### src/rtl/rx_blk_pkg.sv
// rtl/rx_blk_pkg.sv - shared state type, sync header and width-select constants for the RX block sequencer
package rx_blk_pkg;

  typedef enum logic [1:0] {
    IDLE    = 2'd0,
    WAIT_SB = 2'd1,
    IN_BLK  = 2'd2
  } rx_blk_state_t;

  localparam logic [1:0] SH_DATA = 2'b10;
  localparam logic [1:0] SH_OS   = 2'b01;

  localparam logic [1:0] WS_8B  = 2'd0;
  localparam logic [1:0] WS_16B = 2'd1;
  localparam logic [1:0] WS_32B = 2'd2;

  // Index of the final PIPE word in a 128-bit block payload; reserved width acts as 32b.
  function automatic logic [3:0] last_word_idx(input logic [1:0] width_sel);
    case (width_sel)
      WS_8B:   return 4'd15;
      WS_16B:  return 4'd7;
      WS_32B:  return 4'd3;
      default: return 4'd3;
    endcase
  endfunction

endpackage

### src/rtl/rx_blk_word_cnt.sv
// rtl/rx_blk_word_cnt.sv - word-within-block counter with clear / load-to-1 / increment
module rx_blk_word_cnt #(
  parameter int CNT_WIDTH = 4
) (
  input  logic                 CLK,
  input  logic                 Hard_RST_L,
  input  logic                 rst,
  input  logic                 set,
  input  logic                 en,
  output logic [CNT_WIDTH-1:0] cnt
);

  always_ff @(posedge CLK or negedge Hard_RST_L) begin
    if (!Hard_RST_L)  cnt <= '0;
    else if (rst)     cnt <= '0;
    else if (set)     cnt <= CNT_WIDTH'(1);
    else if (en)      cnt <= cnt + CNT_WIDTH'(1);
  end

endmodule

### src/rtl/rx_block_sequencer.sv
// rtl/rx_block_sequencer.sv - 128b/130b RX block framing sequencer driving the PIPE word counter
// Optional saturating error counter enabled by defining RX_BLK_ERR_CNT_EN.
module rx_block_sequencer
  import rx_blk_pkg::*;
#(
  parameter int CNT_WIDTH     = 4,
  parameter int ERR_CNT_WIDTH = 8
) (
  input  logic                     CLK,
  input  logic                     Hard_RST_L,
  input  logic                     i_link_en,
  input  logic                     i_rx_valid,
  input  logic                     i_rx_data_valid,
  input  logic                     i_rx_start_block,
  input  logic [1:0]               i_sync_hdr,
  input  logic [1:0]               i_width_sel,
  output logic                     o_cnt_rst,
  output logic                     o_cnt_set,
  output logic                     o_cnt_en,
  output logic [CNT_WIDTH-1:0]     o_word_idx,
  output logic                     o_blk_first,
  output logic                     o_blk_last,
  output logic                     o_blk_is_os,
  output logic                     o_sync_err,
  output logic                     o_align_err,
  output logic                     o_locked,
  output logic [ERR_CNT_WIDTH-1:0] o_err_cnt
);

  rx_blk_state_t        state, state_nxt;
  logic [CNT_WIDTH-1:0] cnt;
  logic [CNT_WIDTH-1:0] last;
  logic                 wv, sb, hdr_ok, at_boundary;
  logic                 sync_err_c, align_err_c, latch_hdr, is_os_q;

  assign wv          = i_rx_valid & i_rx_data_valid;
  assign sb          = wv & i_rx_start_block;
  assign hdr_ok      = (i_sync_hdr == SH_DATA) || (i_sync_hdr == SH_OS);
  assign last        = CNT_WIDTH'(last_word_idx(i_width_sel));
  // The counter is cleared after the last word, so zero inside IN_BLK means a block must start next.
  assign at_boundary = (cnt == '0);

  rx_blk_word_cnt #(.CNT_WIDTH(CNT_WIDTH)) u_word_cnt (
    .CLK        (CLK),
    .Hard_RST_L (Hard_RST_L),
    .rst        (o_cnt_rst),
    .set        (o_cnt_set),
    .en         (o_cnt_en),
    .cnt        (cnt)
  );

  always_ff @(posedge CLK or negedge Hard_RST_L) begin
    if (!Hard_RST_L) state <= IDLE;
    else             state <= state_nxt;
  end

  always_comb begin
    state_nxt = state;
    if (!i_link_en) begin
      state_nxt = IDLE;
    end else begin
      case (state)
        IDLE:    state_nxt = WAIT_SB;
        WAIT_SB: if (sb && hdr_ok) state_nxt = IN_BLK;
        IN_BLK: begin
          if (!i_rx_valid)               state_nxt = WAIT_SB;
          else if (sb && !hdr_ok)        state_nxt = WAIT_SB;
          else if (wv && !sb && at_boundary) state_nxt = WAIT_SB;
        end
        default: state_nxt = IDLE;
      endcase
    end
  end

  always_comb begin
    o_cnt_rst   = 1'b0;
    o_cnt_set   = 1'b0;
    o_cnt_en    = 1'b0;
    o_blk_first = 1'b0;
    o_blk_last  = 1'b0;
    o_word_idx  = '0;
    sync_err_c  = 1'b0;
    align_err_c = 1'b0;
    latch_hdr   = 1'b0;
    if (!i_link_en || state == IDLE) begin
      o_cnt_rst = Hard_RST_L;
    end else if (state == WAIT_SB) begin
      if (sb) begin
        if (hdr_ok) begin
          o_cnt_set   = 1'b1;
          o_blk_first = 1'b1;
          latch_hdr   = 1'b1;
        end else begin
          sync_err_c  = 1'b1;
        end
      end
    end else if (state == IN_BLK && i_rx_valid) begin
      o_word_idx = cnt;
      if (sb) begin
        o_word_idx  = '0;
        align_err_c = !at_boundary;
        if (hdr_ok) begin
          o_cnt_set   = 1'b1;
          o_blk_first = 1'b1;
          latch_hdr   = 1'b1;
        end else begin
          sync_err_c  = 1'b1;
        end
      end else if (wv) begin
        if (at_boundary) begin
          align_err_c = 1'b1;
        end else if (cnt == last) begin
          o_blk_last = 1'b1;
          o_cnt_rst  = 1'b1;
        end else begin
          o_cnt_en   = 1'b1;
        end
      end
    end
  end

  always_ff @(posedge CLK or negedge Hard_RST_L) begin
    if (!Hard_RST_L) begin
      o_sync_err  <= 1'b0;
      o_align_err <= 1'b0;
      is_os_q     <= 1'b0;
    end else begin
      o_sync_err  <= sync_err_c;
      o_align_err <= align_err_c;
      if (state == IDLE)  is_os_q <= 1'b0;
      else if (latch_hdr) is_os_q <= (i_sync_hdr == SH_OS);
    end
  end

  // Block type is visible on the start-block word itself, then held for the rest of the block.
  assign o_blk_is_os = latch_hdr ? (i_sync_hdr == SH_OS) : is_os_q;
  assign o_locked    = (state == IN_BLK);

`ifdef RX_BLK_ERR_CNT_EN
  logic [ERR_CNT_WIDTH-1:0] err_cnt;

  always_ff @(posedge CLK or negedge Hard_RST_L) begin
    if (!Hard_RST_L)                                  err_cnt <= '0;
    else if (state == IDLE && state_nxt == WAIT_SB)   err_cnt <= '0;
    else if ((o_sync_err || o_align_err) && (err_cnt != '1))
      err_cnt <= err_cnt + ERR_CNT_WIDTH'(1);
  end

  assign o_err_cnt = err_cnt;
`else
  assign o_err_cnt = '0;
`endif

endmodule

### config.mk
export PLATFORM = sky130hd
export DESIGN_NAME = rx_block_sequencer
export DESIGN_NICKNAME = d
export VERILOG_FILES = /design/src/rtl/rx_blk_pkg.sv /design/src/rtl/rx_blk_word_cnt.sv /design/src/rtl/rx_block_sequencer.sv
export SDC_FILE = /design/constraint.sdc
export NUM_CORES = 1
export LEC_CHECK = 0
export CAP_MARGIN = 5
export CORE_MARGIN = 2
export CORE_UTILIZATION = 42
export CTS_BUF_LIST = sky130_fd_sc_hd__clkbuf_4 sky130_fd_sc_hd__clkbuf_8
export DETAILED_ROUTE_END_ITERATION = 6
export GPL_ROUTABILITY_DRIVEN = 0
export PLACE_DENSITY = 0.8
export SLEW_MARGIN = 0
export SYNTH_ARGS = -nofsm -noshare
export SYNTH_HDL_FRONTEND = slang
export SYNTH_SLANG_ARGS = --single-unit
### constraint.sdc
create_clock -name CLK -period 2.4 [get_ports CLK]
set_clock_uncertainty 0.05 [all_clocks]
set_input_delay 0.24 -clock CLK [delete_from_list [all_inputs] [get_ports CLK]]
set_output_delay 0.24 -clock CLK [all_outputs]
set_load 0.02 [all_outputs]
Word-level counts from Yosys, hierarchy flattened. Cells that the tools add are included.

Bits of input ports: 10. Logic and storage cells: 79. Register bits: 9. Output and inout port bits: 21.

Bitwise operators: 2. Equal/unequal tests: 8. Reductions and logical operators: 16. Add/subtract/negate cells: 1. Muxes and demuxes: 47.

Operators by type and width (number): 2-to-1 mux 1 bit (33); 2-to-1 mux 4 bit (7); 2-to-1 mux 2 bit (5); case mux 4 bit (2 select lines) (1); == test 2 x 1 -> 1 bit (second input constant) (3); case mux 2 bit (3 select lines) (1); logical AND 1 bit (5); inequality test 5 x 3 -> 1 bit (second input constant) (1); adder 4 x 1 -> 4 bit (second input constant) (1); == test 2 bit (second input constant) (2); == test 4 bit (1); zero test 1 bit (4); zero test 2 bit (2); zero test 4 bit (1); inequality test 3 bit (second input constant) (1); nonzero test 3 bit (1); AND 1 bit (2); logical OR 1 bit (2); AND reduction 2 bit (1).

Depth between registers and ports, before layout. Gate-level depths: netlist (run 1).

Depth in word-level cells: 13. Depth in mapped cells: 7. Depth with buffers taken out: 7.

By module. From an unflattened synthesis (run 1), not the netlist that was laid out.

Cells, all modules: 78. Area total of the unflattened synthesis: 726.9 µm².

By module, submodules not included: rx_block_sequencer (area each 526.8 µm², times used 1, cells each 61, seq. area each 125.1 µm²); rx_blk_word_cnt (area each 200.2 µm², times used 1, cells each 17, seq. area each 100.1 µm²).

Worst setup path before layout (run 1). OpenSTA, ideal clock, no wires.

Path kind: register to output. Start: register u_word_cnt.cnt[0]. End: output port o_cnt_rst. Buffers on the path: 1. Data required time: 2.110 ns. Arrival time: 1.805 ns. Path slack: 0.305 ns. Stages on the path, launching flop included: 7. Cells stage by stage: dfrtp_1 -> inv_1 -> ha_1 -> nor3b_1 -> or4_1 -> clkbuf_2 -> o21ai_0.

Cells in the longest elaborated chain, start to end: 8. Elaborated cells on any way between the ends: 9. Classes of those cells: eq/ne (1); mux (7); reduce/logical (1).

RTL lines: start, declared (line rx_blk_word_cnt.sv:10) `output logic [CNT_WIDTH-1:0] cnt`; start signal, assigned (line rx_blk_word_cnt.sv:17) `else if (en) cnt <= cnt + CNT_WIDTH'(1);`; == test 4 bit (line rx_block_sequencer.sv:112) `end else if (cnt == last) begin`; 2-to-1 mux 1 bit (line rx_block_sequencer.sv:112); 2-to-1 mux 1 bit * (line rx_block_sequencer.sv:110) `if (at_boundary) begin`; 2-to-1 mux 1 bit * (line rx_block_sequencer.sv:109) `end else if (wv) begin`; 2-to-1 mux 1 bit * (line rx_block_sequencer.sv:99) `if (sb) begin`; 2-to-1 mux 1 bit * (line rx_block_sequencer.sv:97) `end else if (state == IN_BLK && i_rx_valid) begin`; 2-to-1 mux 1 bit * (line rx_block_sequencer.sv:87) `end else if (state == WAIT_SB) begin`; 2-to-1 mux 1 bit * (line rx_block_sequencer.sv:85) `if (!i_link_en || state == IDLE) begin`; end, declared (line rx_block_sequencer.sv:17) `output logic o_cnt_rst,`.

Mark *: on every way between the ends. The rest lies on a longest branch, timed or not.

Worst setup path in the final report (run 1).
Start: input port i_sync_hdr[1]. End: output port o_blk_is_os.

Cells in the longest elaborated chain, start to end: 8. Elaborated cells on any way between the ends: 9. Classes of those cells: eq/ne (2); mux (6); reduce/logical (1).

RTL lines: start, declared (line rx_block_sequencer.sv:15) `input logic [1:0] i_sync_hdr,`; == test 2 bit or == test 2 x 1 -> 1 bit (tied branches) (line rx_block_sequencer.sv:38, rx_block_sequencer.sv:136); logical OR 1 bit (line rx_block_sequencer.sv:38) `assign hdr_ok = (i_sync_hdr == SH_DATA) || (i_sync_hdr == SH_OS);`; 2-to-1 mux 1 bit (line rx_block_sequencer.sv:89, rx_block_sequencer.sv:102); 2-to-1 mux 1 bit (line rx_block_sequencer.sv:88, rx_block_sequencer.sv:99); 2-to-1 mux 1 bit (line rx_block_sequencer.sv:97); 2-to-1 mux 1 bit (line rx_block_sequencer.sv:87); 2-to-1 mux 1 bit (line rx_block_sequencer.sv:85); 2-to-1 mux 1 bit * (line rx_block_sequencer.sv:136) `assign o_blk_is_os = latch_hdr ? (i_sync_hdr == SH_OS) : is_os_q;`; end, declared (line rx_block_sequencer.sv:23) `output logic o_blk_is_os,`.

Marks and branches as above.

==> metrics.log, run 1 <==
INFO  metric synth_cells = 82
INFO  metric cp_data_required_time = roughly 2.1 ns
INFO  metric cellLeakagePower = 0.5338 nW
INFO  metric core_region_area = approximately 1500 µm²
INFO  metric total_power = between 0.3 and 0.4 mW
INFO  metric yosysSeqAreaShare = 0.3180
INFO  metric min-delay-path-class = input pin to async pin
INFO  metric worst_r2r_endpoint = u_word_cnt.cnt[3]
INFO  metric critical_path_type = input pin to output port
INFO  metric detail_route.wirelength = around 1800 µm
INFO  metric worst-r2r-setup-slack = 0.22 ns
INFO  metric num_antenna_cells = 0
INFO  metric clk_pin_slew = around 0.07 ns
INFO  metric detail-route-antenna-nets = 0
INFO  metric route.detailed.drc = 0
INFO  metric drive_above_1_share = 0.2640
INFO  metric critPathCapture = o_blk_is_os
INFO  metric global_route.usage.total = 0.1992
INFO  metric port_buffers = 22
INFO  metric most_used_cells_in_the_layout_excluding_fill_and_tap_cells = buf_4, clkdlybuf4s50_1, dfrtp_1
INFO  metric top_level_ports = 31
INFO  metric final_nets = roughly 140
INFO  metric cellPowerDensity = approximately 340 nW/µm²
INFO  metric dieArea = a little over 2000 µm²
INFO  metric area_growth_syn_to_layout = 52.12%
INFO  metric max-clock-path-buffers = 2
INFO  metric final_period_minus_worst_setup_slack = 2.269 ns
INFO  metric finalCritPeriodShare = 0.9453
INFO  metric detail_route.first_pass.iterations = 4
INFO  metric drt-initial-drc-count = 17
INFO  metric status = finished, final reports clean
INFO  metric detailed_place_hpwl = about 1500 µm
INFO  metric cp_max_fo = 2
INFO  metric vias_in_the_first_global_route = between 600 and 700
INFO  metric worstSetupStartpointType = input pin
INFO  metric vias_per_cell = ~5.2
INFO  metric unrepaired_setup_endpoints_after_global_routing = no
INFO  metric critPathLaunch = i_sync_hdr[1]
INFO  metric crit_path_capture_type = output port
INFO  metric ir_drop = roughly 320 µV
INFO  metric synth_cell_types = 35
INFO  metric antenna_found_initial = 0
INFO  metric regArea = between 200 and 250 µm²
INFO  metric worstSkewPairLatency = ~0.27 ns
INFO  metric timing.rr.start = u_word_cnt.cnt[0]
INFO  metric die_height = 45.06 µm
INFO  metric synth_area = a little over 700 µm²
INFO  metric wire_length_of_the_first_global_routing_pass = 2835 µm
INFO  metric syn_avg_cell_area = 8.636 µm²
INFO  metric avgRoutedWirePerCell = approximately 13 µm
INFO  metric gr-total-overflow = 0
INFO  metric finalMaxSlewViolations = 0
INFO  metric htreeDepth = 1
INFO  metric clock_tree.root_cell = clkbuf_4
INFO  metric tritoncts = done
INFO  metric max_cap_violations = 0
INFO  metric placement.setup.worst_slack = -0.2562 ns
INFO  metric async_flop_share = 1.000
INFO  metric cts.sink_count = 9
INFO  metric synth_top_cell_area_share = 0.3180
INFO  metric synth.largest_area_cell = dfrtp_1
INFO  metric layout_commonest_cell = buf_4
INFO  metric achievable-frequency = around 440 MHz
INFO  metric cell_types_occupying_the_most_area_after_synthesis = dfrtp_1, buf_4, ha_1
INFO  metric ff2ff_path_depth = 7
INFO  metric filler_cell_count = 145
INFO  metric setup_ws = between 0.1 and 0.15 ns
INFO  metric critical_path_arrival = about 2 ns
INFO  metric yosys_register_bits = 9
INFO  metric grt_max_degree = 10
INFO  metric synth_edf_count = 0
INFO  metric chipWidth = 45.06 µm
INFO  metric multi_input_area = 424.2 µm²
INFO  metric synth-main-ff-cell = dfrtp_1
INFO  metric dr_total_vias = around 730
INFO  metric synthesis.yosys.warnings = 0
INFO  metric setup_violations = 0
INFO  metric hold_viol_final = 0
INFO  metric placementRows = 14
INFO  metric fin_hold_ws = between 0.2 and 0.3 ns
INFO  metric starting_density = 0.4594
INFO  metric cts_made_buffers = 3
-- cell usage after synthesis (2+ instances only) --
cell type / number
nor2b_1: 2
nand2_1: 4
or4_1: 2
nor2_1: 2
a21oi_1: 4
nand3_1: 3
and2_1: 4
buf_4: 9
o31ai_1: 2
a31oi_1: 2
dfrtp_1: 9
inv_1: 5
o21ai_0: 7
xor2_1: 2
ha_1: 3
and4b_1: 2
and3_1: 2
-- stage by stage --
| stage | std cells | setup TNS, ns | area [µm²] | utilization |
|---|---|---|---|---|
| detailed placement | 137 | -0.9085 | 1056 | 0.6851 |
| floorplan | 89 | 0 | 734.5 | - |
| global route | 141 | 0 | 1077 | 0.6989 |
| global placement | 137 | -0.7113 | 1056 | 0.6851 |
| CTS | 141 | 0 | 1087 | 0.7054 |
| finish | 141 | 0 | 1077 | 0.6989 |
-- cells by family after synthesis --
family | count (synthesis) | share of synthesized area
and+or+nand+nor | 28 | 0.2491
AOI/OAI and AO/OA | 20 | 0.1731
buffers and inverters | 16 | 0.1343
DFF | 9 | 0.3180
adders and majority gates | 3 | 0.05301
xor gates and xnor gates | 3 | 0.03711
muxes | 2 | 0.03003
other | 1 | 0.005295
-- flip-flops by register name, summed over array words and instances (netlist names) --
name	flops
u_word_cnt.cnt	4
state	2
is_os_q	1
o_align_err	1
o_sync_err	1
-- worst min-delay path by stage --
stage / start / to / slack (ns)
after global routing: Hard_RST_L / u_word_cnt.cnt[0] / 0.28
after detailed placement: is_os_q / is_os_q / 0.54
after floorplan: Hard_RST_L / is_os_q / -0.11
after global placement: Hard_RST_L / is_os_q / 0.54
final: Hard_RST_L / is_os_q / 0.29
after CTS: Hard_RST_L / is_os_q / 0.27
-- final cells by class --
class,instances,area share
multi-input combinational,64,0.3937
clock buffer,4,0.02787
sequential,9,0.2091
inverter,5,0.01742
tap,16,0.01858
timing repair buffer,43,0.3333
-- per-layer routing --
layer | vias up | wire [µm] | track usage
met2 | 20 | 983 | 0.3429
met3 | 4 | 70 | 0.02800
met4 | 0 | 20 | 0.1235
li1 | 366 | - | -
met1 | 343 | 738 | 0.2300
met5 | - | 0 | 0
-- power breakdown --
part	internal, mW	switching (mW)	total (mW)
registers	0.154	0.000925	0.155
clock network	0.0755	0.0564	0.132
logic	0.0377	0.0413	0.0790
total	0.267	0.0986	0.365
-- critical path: stages --
cell and delay (ns):
clkdlybuf4s50_1 0.45, inv_1 0.04, ha_1 0.28, and4b_1 0.26, o21ai_0 0.11, inv_1 0.10
mux2_2 0.34, buf_2 0.16
-- repair_timing --
| item | CTS | global route |
|---|---|---|
| pin swaps | 0 | 0 |
| gates resized for setup | 9 | 8 |
| hold endpoints to repair | 0 | 0 |
| endpoints found under the setup margin | 6 | 8 |
| hold buffers | 0 | 0 |
| setup buffers | 0 | 0 |
Note: power is estimated with default switching activity, not from simulation.
==> run 2, diff against run 1 <==
--- a/config.mk
+++ b/config.mk
@@ -16,3 +16,4 @@
 export SYNTH_ARGS = -nofsm -noshare
 export SYNTH_HDL_FRONTEND = slang
 export SYNTH_SLANG_ARGS = --single-unit
+export TNS_END_PERCENT = 100
==> constraint.sdc (replaced) <==
create_clock -name CLK -period 2.5 [get_ports CLK]
set_clock_uncertainty 0.05 [all_clocks]
set_input_delay 0.25 -clock CLK [delete_from_list [all_inputs] [get_ports CLK]]
set_output_delay 0.25 -clock CLK [all_outputs]
set_load 0.02 [all_outputs]
==> run 2 against run 1 <==
Die area did not move. Critical endpoint is now o_blk_last. Routed wire length rose by 0.22%. Highest routed layer unchanged. First-iteration DRC count increased by 5.9%. Via count increased by 0.82%. Worst hold slack lost 0.032 ns. Largest power group unchanged. Combinational power shrank 4.4%. Setup slack got worse by 0.0029 ns. Total power shrank 3.6%. Cell count is 2.1% lower. Clock power down 3%. Largest cell class unchanged. Non-clock buffer count decreased by 3.
==> metrics.log, run 2 (synthesized netlist as in run 1, its figures left out) <==
INFO  metric status = finished, final reports clean
INFO  metric vias_per_cell = 5.355 (+3.0%)
INFO  metric dieArea = 2030 µm² (unchanged)
INFO  metric worst-r2r-setup-slack = 0.34 ns (+0.12 ns)
INFO  metric top_level_ports = 31 (unchanged)
INFO  metric tritoncts = done
INFO  metric cellPowerDensity = 328.2 nW/µm² (-3.3%)
INFO  metric wire_length_of_the_first_global_routing_pass = 2946 µm (+3.9%)
INFO  metric post_layout_nonfiller_instances = 138 (-2.1%)
INFO  metric layout_top_registers = u_word_cnt.cnt x4, state x2
INFO  metric fin_hold_ws = 0.2582 ns (-0.03207 ns)
INFO  metric global_route.usage.total = 0.2027 (+0.003488)
INFO  metric clk_pin_slew = 0.06 ns (about the same)
INFO  metric finalMaxSlewViolations = 0 (unchanged)
INFO  metric most_used_cells_in_the_layout_excluding_fill_and_tap_cells = buf_4, clkdlybuf4s50_1, dfrtp_1
INFO  metric chipWidth = 45.06 µm (unchanged)
INFO  metric total_power = 0.3523 mW (-3.6%)
INFO  metric ir_drop = 286.5 µV (-11%)
INFO  metric cts.sink_count = 9 (unchanged)
INFO  metric postCtsSetupRepairBufs = 0 (unchanged)
INFO  metric die_height = 45.06 µm (unchanged)
INFO  metric detail-route-antenna-nets = 0 (unchanged)
INFO  metric setup_violations = 0 (unchanged)
INFO  metric dr_total_vias = 739 (+0.82%)
INFO  metric detail_route.first_pass.iterations = 4 (unchanged)
INFO  metric multi_input_area = 435.4 µm² (+2.7%)
INFO  metric cellLeakagePower = 0.5261 nW (-1.4%)
INFO  metric largest_register_ff_count = 4 (unchanged)
INFO  metric htreeDepth = 1 (unchanged)
INFO  metric drive_above_1_share = 0.2295 (-0.03449)
INFO  metric placementRows = 14 (unchanged)
INFO  metric clock_tree.root_cell = clkbuf_4
INFO  metric max-clock-path-buffers = 2 (unchanged)
INFO  metric detail_route.wirelength = 1817 µm (+0.22%)
INFO  metric final_period_minus_worst_setup_slack = 2.372 ns
INFO  metric hold_viol_final = 0 (unchanged)
INFO  metric critical_path_type = register to output port
INFO  metric avgRoutedWirePerCell = 13.17 µm (+2.4%)
INFO  metric achievable-frequency = about 420 MHz
INFO  metric detailed_place_hpwl = 1478 µm (+0.37%)
INFO  metric cts_made_buffers = 3 (unchanged)
INFO  metric grt_max_degree = 10 (unchanged)
INFO  metric worstSkewPairLatency = 0.27 ns (about the same)
INFO  metric unrepaired_setup_endpoints_after_global_routing = no
INFO  metric gr-total-overflow = 0 (unchanged)
INFO  metric core_region_area = 1541 µm² (unchanged)
INFO  metric regArea = 225.2 µm² (unchanged)
INFO  metric critPathCapture = o_blk_last
INFO  metric final_nets = 136 (-2.2%)
INFO  metric worst_r2r_endpoint = u_word_cnt.cnt[3]
INFO  metric critical_path_arrival = 2.07 ns (+0.09 ns)
INFO  metric num_antenna_cells = 0 (unchanged)
INFO  metric vias_in_the_first_global_route = 702 (+2.8%)
INFO  metric worstSetupStartpointType = register
INFO  metric min-delay-path-class = input pin to async pin
INFO  metric timing.rr.start = u_word_cnt.cnt[0]
INFO  metric layout_commonest_cell = buf_4
INFO  metric cp_data_required_time = 2.20 ns (+0.09 ns)
INFO  metric port_buffers = 22 (unchanged)
INFO  metric place_inst = 134 (-2.2%)
INFO  metric drt-initial-drc-count = 18 (+1)
INFO  metric antenna_found_initial = 0 (unchanged)
INFO  metric starting_density = 0.4594 (unchanged)
INFO  metric max_cap_violations = 0 (unchanged)
INFO  metric area_growth_syn_to_layout = 51.59%
INFO  metric critPathLaunch = u_word_cnt.cnt[0]
INFO  metric crit_path_capture_type = output port
INFO  metric setup_ws = 0.1283 ns (-0.002874 ns)
INFO  metric ff2ff_path_depth = 7 (unchanged)
INFO  metric placement.setup.worst_slack = -0.2581 ns (-0.001855 ns)
INFO  metric finalCritPeriodShare = 0.9487
INFO  metric final_core_util = 0.6964 (-0.002435)
INFO  metric regMostFlops = u_word_cnt.cnt
INFO  metric route.detailed.drc = 0 (unchanged)
INFO  metric filler_cell_count = 138 (-4.8%)
INFO  metric cp_max_fo = 5 (+3)
run 2: changes by cell type in the layout (fill, tap and decap cells not counted), sizes merged:
cell / change
clkbuf: -1
buf: -4
dlygate4sd2: +3
dlygate4sd1: -1
run 2: stage by stage:
| step | setup TNS (ns) | instance area, µm² |
|---|---|---|
| 6_report | 0 | 1074 |
| 2_1_floorplan | 0 | 734.5 |
| 3_3_place_gp | -0.3222 | 1033 |
| 4_1_cts | 0 | 1064 |
| 3_5_place_dp | -0.7069 | 1033 |
| 5_1_grt | 0 | 1074 |
run 2: worst min path at each step:
stage | startpoint | to | slack [ns] | depth (start not counted)
final | Hard_RST_L | state[1] | 0.26 | 2
after global routing | Hard_RST_L | u_word_cnt.cnt[1] | 0.28 | 2
after CTS | Hard_RST_L | state[1] | 0.26 | 2
after detailed placement | Hard_RST_L | state[1] | 0.55 | 2
after global placement | Hard_RST_L | u_word_cnt.cnt[1] | 0.55 | 2
after floorplan | Hard_RST_L | is_os_q | -0.1 | 0
run 2: layer usage:
layer / global-route usage / vias up / wire, µm
met5: 0 / - / 0
met4: 0.08824 / 0 / 33
met3: 0.02800 / 5 / 72
met2: 0.3686 / 21 / 972
met1: 0.2331 / 357 / 739
li1: - / 356 / -
run 2: worst max-delay path: stages (launching register included):
cell           delay (ns)
dfrtp_1              0.34
inv_1                0.06
ha_1                 0.20
nor3b_1              0.15
or4_1                0.45
buf_4                0.18
nor2_1               0.09
dlygate4sd2_1        0.34
run 2: power breakdown:
group / internal [mW] / leakage (nW) / switching (mW)
Clock: 0.0727 / 0.0184 / 0.0557
Combinational: 0.0360 / 0.384 / 0.0394
Sequential: 0.147 / 0.123 / 0.00101
run 2: cell type report:
cell class                 count  area share
inverter                       5     0.01748
sequential                     9      0.2098
timing repair buffer          40      0.3205
clock buffer                   4     0.02797
multi-input combinational     64      0.4056
tap                           16     0.01865
run 2: repair_timing:
item | in CTS | in global routing
hold buffers | 0 | 0
gates resized for setup | 9 | 3
setup endpoints to repair | 6 | 2
